### config.mk
export PLATFORM = sky130hd
export DESIGN_NAME = ex_muldiv_unit
export DESIGN_NICKNAME = d
export VERILOG_FILES = /design/src/rtl/ex_muldiv_unit.sv
export SDC_FILE = /design/constraint.sdc
export NUM_CORES = 1
export LEC_CHECK = 0
export CORE_MARGIN = 2
export CORE_UTILIZATION = 25
export DETAILED_ROUTE_END_ITERATION = 10
export GPL_TIMING_DRIVEN = 0
export PLACE_DENSITY = 0.53
export REMOVE_ABC_BUFFERS = 1
export SLEW_MARGIN = 30
export SYNTH_ARGS = -nofsm -noshare
export SYNTH_HDL_FRONTEND = slang
export SYNTH_SLANG_ARGS = --single-unit
### constraint.sdc
create_clock -name clk -period 6.4 [get_ports clk]
set_input_delay 1.28 -clock clk [delete_from_list [all_inputs] [get_ports clk]]
set_output_delay 1.28 -clock clk [all_outputs]
set_load 0.03 [all_outputs]
### src/rtl/ex_muldiv_unit.sv
// Iterative EX-stage multiply/divide unit: shift-add multiply and restoring divide on
// operand magnitudes, one bit per cycle, with the result committed to hi/lo on done.
module ex_muldiv_unit #(
    parameter int unsigned WIDTH = 32
) (
    input  logic             clk,
    input  logic             reset,
    input  logic             start,
    input  logic [1:0]       op,
    input  logic [WIDTH-1:0] op_a,
    input  logic [WIDTH-1:0] op_b,
    output logic             busy,
    output logic             done,
    output logic             div_by_zero,
    output logic [WIDTH-1:0] hi,
    output logic [WIDTH-1:0] lo
);

    localparam int unsigned CW = (WIDTH > 1) ? $clog2(WIDTH) : 1;
    localparam int unsigned PW = 2 * WIDTH;
    localparam logic [CW-1:0] LAST = CW'(WIDTH - 1);

    typedef enum logic [1:0] {IDLE, RUN, DONE} state_t;

    state_t            state;
    logic [CW-1:0]     cnt;
    logic              is_div;
    logic              sign_a;
    logic              sign_b;
    logic [WIDTH-1:0]  mag_a;
    logic [WIDTH-1:0]  mag_b;
    logic [PW-1:0]     acc;

    logic              in_sa;
    logic              in_sb;
    logic [WIDTH-1:0]  in_ma;
    logic [WIDTH-1:0]  in_mb;
    logic [WIDTH:0]    mul_sum;
    logic [PW-1:0]     mul_next;
    logic [WIDTH:0]    div_shift;
    logic              div_q;
    logic [WIDTH-1:0]  div_rem;
    logic [PW-1:0]     div_next;
    logic [PW-1:0]     mul_res;
    logic [WIDTH-1:0]  a_orig;
    logic [WIDTH-1:0]  res_hi;
    logic [WIDTH-1:0]  res_lo;

    // Operand decode at accept: sign flags only for the signed ops (op[0]==0).
    always_comb begin
        in_sa = ~op[0] & op_a[WIDTH-1];
        in_sb = ~op[0] & op_b[WIDTH-1];
        in_ma = in_sa ? WIDTH'(-op_a) : op_a;
        in_mb = in_sb ? WIDTH'(-op_b) : op_b;
    end

    // One iteration of each algorithm plus the sign-corrected final result.
    // acc holds {partial product, remaining multiplier} or {remainder, dividend/quotient}.
    always_comb begin
        mul_sum   = {1'b0, acc[PW-1:WIDTH]} + (acc[0] ? {1'b0, mag_a} : (WIDTH+1)'(0));
        mul_next  = {mul_sum, acc[WIDTH-1:1]};
        div_shift = acc[PW-1:WIDTH-1];
        div_q     = (div_shift >= {1'b0, mag_b});
        div_rem   = div_q ? WIDTH'(div_shift - {1'b0, mag_b}) : div_shift[WIDTH-1:0];
        div_next  = {div_rem, acc[WIDTH-2:0], div_q};
        mul_res   = (sign_a ^ sign_b) ? PW'(-mul_next) : mul_next;
        a_orig    = sign_a ? WIDTH'(-mag_a) : mag_a;
        res_hi    = mul_res[PW-1:WIDTH];
        res_lo    = mul_res[WIDTH-1:0];
        if (is_div) begin
            if (mag_b == '0) begin
                res_hi = a_orig;
                res_lo = '1;
            end else begin
                res_hi = sign_a ? WIDTH'(-div_rem) : div_rem;
                res_lo = (sign_a ^ sign_b) ? WIDTH'(-div_next[WIDTH-1:0]) : div_next[WIDTH-1:0];
            end
        end
    end

    // Control FSM and datapath registers; hi/lo only change on the final iteration.
    always_ff @(posedge clk or posedge reset) begin
        if (reset) begin
            state       <= IDLE;
            cnt         <= '0;
            is_div      <= 1'b0;
            sign_a      <= 1'b0;
            sign_b      <= 1'b0;
            mag_a       <= '0;
            mag_b       <= '0;
            acc         <= '0;
            busy        <= 1'b0;
            done        <= 1'b0;
            div_by_zero <= 1'b0;
            hi          <= '0;
            lo          <= '0;
        end else begin
            case (state)
                IDLE, DONE: begin
                    done        <= 1'b0;
                    div_by_zero <= 1'b0;
                    if (start) begin
                        state  <= RUN;
                        busy   <= 1'b1;
                        cnt    <= '0;
                        is_div <= op[1];
                        sign_a <= in_sa;
                        sign_b <= in_sb;
                        mag_a  <= in_ma;
                        mag_b  <= in_mb;
                        acc    <= op[1] ? {WIDTH'(0), in_ma} : {WIDTH'(0), in_mb};
                    end else begin
                        state <= IDLE;
                    end
                end
                RUN: begin
                    acc <= is_div ? div_next : mul_next;
                    cnt <= cnt + CW'(1);
                    if (cnt == LAST) begin
                        state       <= DONE;
                        busy        <= 1'b0;
                        done        <= 1'b1;
                        div_by_zero <= is_div & (mag_b == '0);
                        hi          <= res_hi;
                        lo          <= res_lo;
                    end
                end
                default: state <= IDLE;
            endcase
        end
    end

endmodule

==> out/metrics.yaml <==
cts:
  clk-insertion-delay-late_ns: 0.57
  clockBufferDepth: 3
  clk_pin_slew_ns: 0.06
  tritoncts: "built"
  htreeDepth: 1
  cts_root_buffer: "clkbuf_16"
  cts_hold_buffers: 0
  cts_sinks: 205
  cts_inserted_buffers: 27
timing:
  fmax_mhz: 163
  fin_crit_ns: 6.14
  fin_worst_skew_ns: 0.0146
  min_period_over_period_pct: 95.9
  drv_slew: 0
  tightest_slew_ns: 0.963
  rsz0062_at_grt: "no"
  fin_ws_ns: 0.261
  final-hold-violation-count: 0
  setup_viol: 0
  slew_headroom_pct: 35.6
drt:
  dr_total_vias: 18800
  wl_per_cell_microns: 21.1
  drt_first_iter_violations: 1478
  drtPass1Iterations: 6
  remaining_drc_errors: 0
  drt_wl_total_microns: 75400
  vias_per_cell: 5.27
  ant_nets: 0
run:
  max_cap_violations: 0
synthesis:
  synthTopCellsByCount: "290 x nand2_1, 253 x o21ai_0, 212 x a21oi_1, 205 x dfrtp_1, 195 x nor2_1"
  syn_avg_cell_area_sq_um: 7.72
  syn_area_sq_um: 19300
  synth_most_common_cell: "nand2_1"
  ys_seq_area_share_pct: 26.5
  synth.area.top_cells: "dfrtp_1 27%, o21ai_0 6.6%, nand2_1 5.6%"
  synth_cell_types: 98
  synth_top_area_cell: "dfrtp_1"
  synth_edf_count: 0
  yosysTopAreaCellShare_pct: 26.5
  ys_async_sr_fraction_pct: 100
  ys_seq_elements: 205
  yosysWarningCount: 0
  syn_inst: 2503
  synth_top_flop_cell: "dfrtp_1"
setup_path:
  reg2reg_depth: 17
  rr_startpoint: "acc[37]$_DFFE_PP0P_"
  critPathKind: "reg2reg"
  path_max_fanout: 23
  critPathLaunchType: "flop"
  critPathRequiredTime_ns: 6.82
  r2r-end: "hi[28]$_DFFE_PP0P_"
  critPathCaptureType: "flop"
  worstPathArrival_ns: 6.56
  r2r_slack_ns: 0.26
floorplanning:
  core_area_sq_um: 76200
  die_h_microns: 282
  die_x_microns: 282
  initial_utilization_pct: 25.4
  ios: 136
  dieArea_sq_um: 79500
  num_rows: 101
place:
  place_ws_ns: -0.139
  portBuffers: 135
  gp_congestion: 0.903
  dp_hpwl_microns: 58700
hold_path:
  min_to: "hi[11]$_DFFE_PP0P_"
  min_path_cells: 2
  worstHoldStart: "hi[11]$_DFFE_PP0P_"
  hold_path_class: "reg2reg"
grt:
  grt_pass1_wl_microns: 114000
  antenna_found_initial: 0
  grt_overflow: 0
  first_global_vias: 18000
  grt_use_total_pct: 18.6
  grt_max_degree: 78
finish:
  final_nets: 2666
  nFillCells: 8133
  area_growth_pct: 18.5
  drive_gt1_share_pct: 7.16
  n_antenna_cell: 0
outcome:
  outcome: "finished clean"
## kinds of logic after synthesis
logic type                 after synthesis  share of synthesized area, %
AOI/OAI and AO/OA                      821                          26.6
xor gates and xnor gates               236                          10.7
adders and majority gates               74                          4.87
buffers and inverters                  235                          4.93
DFF                                    205                          26.5
muxes                                   71                          3.94
and+or+nand+nor                        861                          22.4
## stage by stage
stage,cell area [sq um],setup TNS (ns),hold slack (ns),cells,utilization (%)
after floorplan,18600,-97.53,0.450,2338,-
after global placement,21300,-1143.37,0.460,3503,27.9
after detailed placement,21800,-0.283,0.469,3523,28.7
after CTS,22900,0,0.485,3572,30.0
after global routing,22900,0,0.501,3573,30.0
final,22900,0,0.475,3573,30.0
## placed cells by master, fill, tap and decap left out, drive strengths merged, types with 23 or more instances in the layout
cell,n
dfrtp,205
o31ai,36
nand4,30
nand2,294
clkdlybuf4s50,134
xor2,118
ha,72
nor4,38
inv,69
mux2i,51
o22ai,55
o21ai,263
or3,24
or4,23
nor2,195
and2,39
nor3,72
a211oi,38
nand2b,24
a31oi,24
o211ai,32
a21oi,216
nand3,47
clkbuf,32
xnor2,118
## worst max-delay path by stage
stage                                    end            startpoint  slack (ns)  cells past startpoint
after floorplan           acc[0]$_DFFE_PP0P_                 reset       -0.48                      1
after global placement    hi[20]$_DFFE_PP0P_  state[0]$_DFFE_PP0P_       -5.65                      7
after detailed placement  hi[28]$_DFFE_PP0P_   acc[31]$_DFFE_PP0P_       -0.14                     18
after CTS                 hi[28]$_DFFE_PP0P_   acc[31]$_DFFE_PP0P_        0.04                     18
after global routing      hi[28]$_DFFE_PP0P_   acc[37]$_DFFE_PP0P_        0.01                     17
final                     hi[28]$_DFFE_PP0P_   acc[37]$_DFFE_PP0P_        0.26                     17
## area by class of cell
cell class                      count  area [sq um]  area share [%]
Clock buffer                       32           734            3.21
Clock inverter                     17           280            1.22
Inverter                           70           278            1.21
Multi-Input combinational cell   2064         13400            58.5
Sequential cell                   205          5140            22.5
Tap cell                         1030          1290            5.63
Timing Repair Buffer              155          1790            7.82
## state kept, by name, summed over array words and instances, names as in the netlist
register,flops
done,1
lo,32
hi,32
acc,64
is_div,1
busy,1
div_by_zero,1
mag_a,32
state,2
sign_b,1
sign_a,1
mag_b,32
cnt,5
## critical path: stages, from the launching register on
cell	delay, ns
dfrtp_1	0.49
ha_1	0.46
a21oi_1	0.30
o21ai_1	0.19
a221o_1	0.41
o2111ai_2	0.60
nand2_8	0.30
o21ai_1	0.33
ha_1	0.32
nand2_1	0.11
nor4b_2	0.35
nand3_1	0.23
o41ai_2	0.60
nand3_1	0.30
nor4_1	0.44
a21oi_1	0.11
o211ai_1	0.26
nand4b_1	0.15
## routing by layer
layer	global-route usage, %	part of all wire [%]
met5	0	0
met4	5.14	2.7
met3	1.56	4.5
met2	31.4	47
met1	25.3	46
## what timing repair did
item | 4_1_cts | 5_1_grt
gates resized for setup | 2 | 3
buffers inserted | 0 | 0
pin swaps | 0 | 1
cloned | 0 | 1
hold endpoints to repair | 0 | 0
setup endpoints to repair | 3 | 5
Power is left out: the tool's default activity adds up to more than one toggle a clock period on the data nets, which glitch-free logic cannot reach.
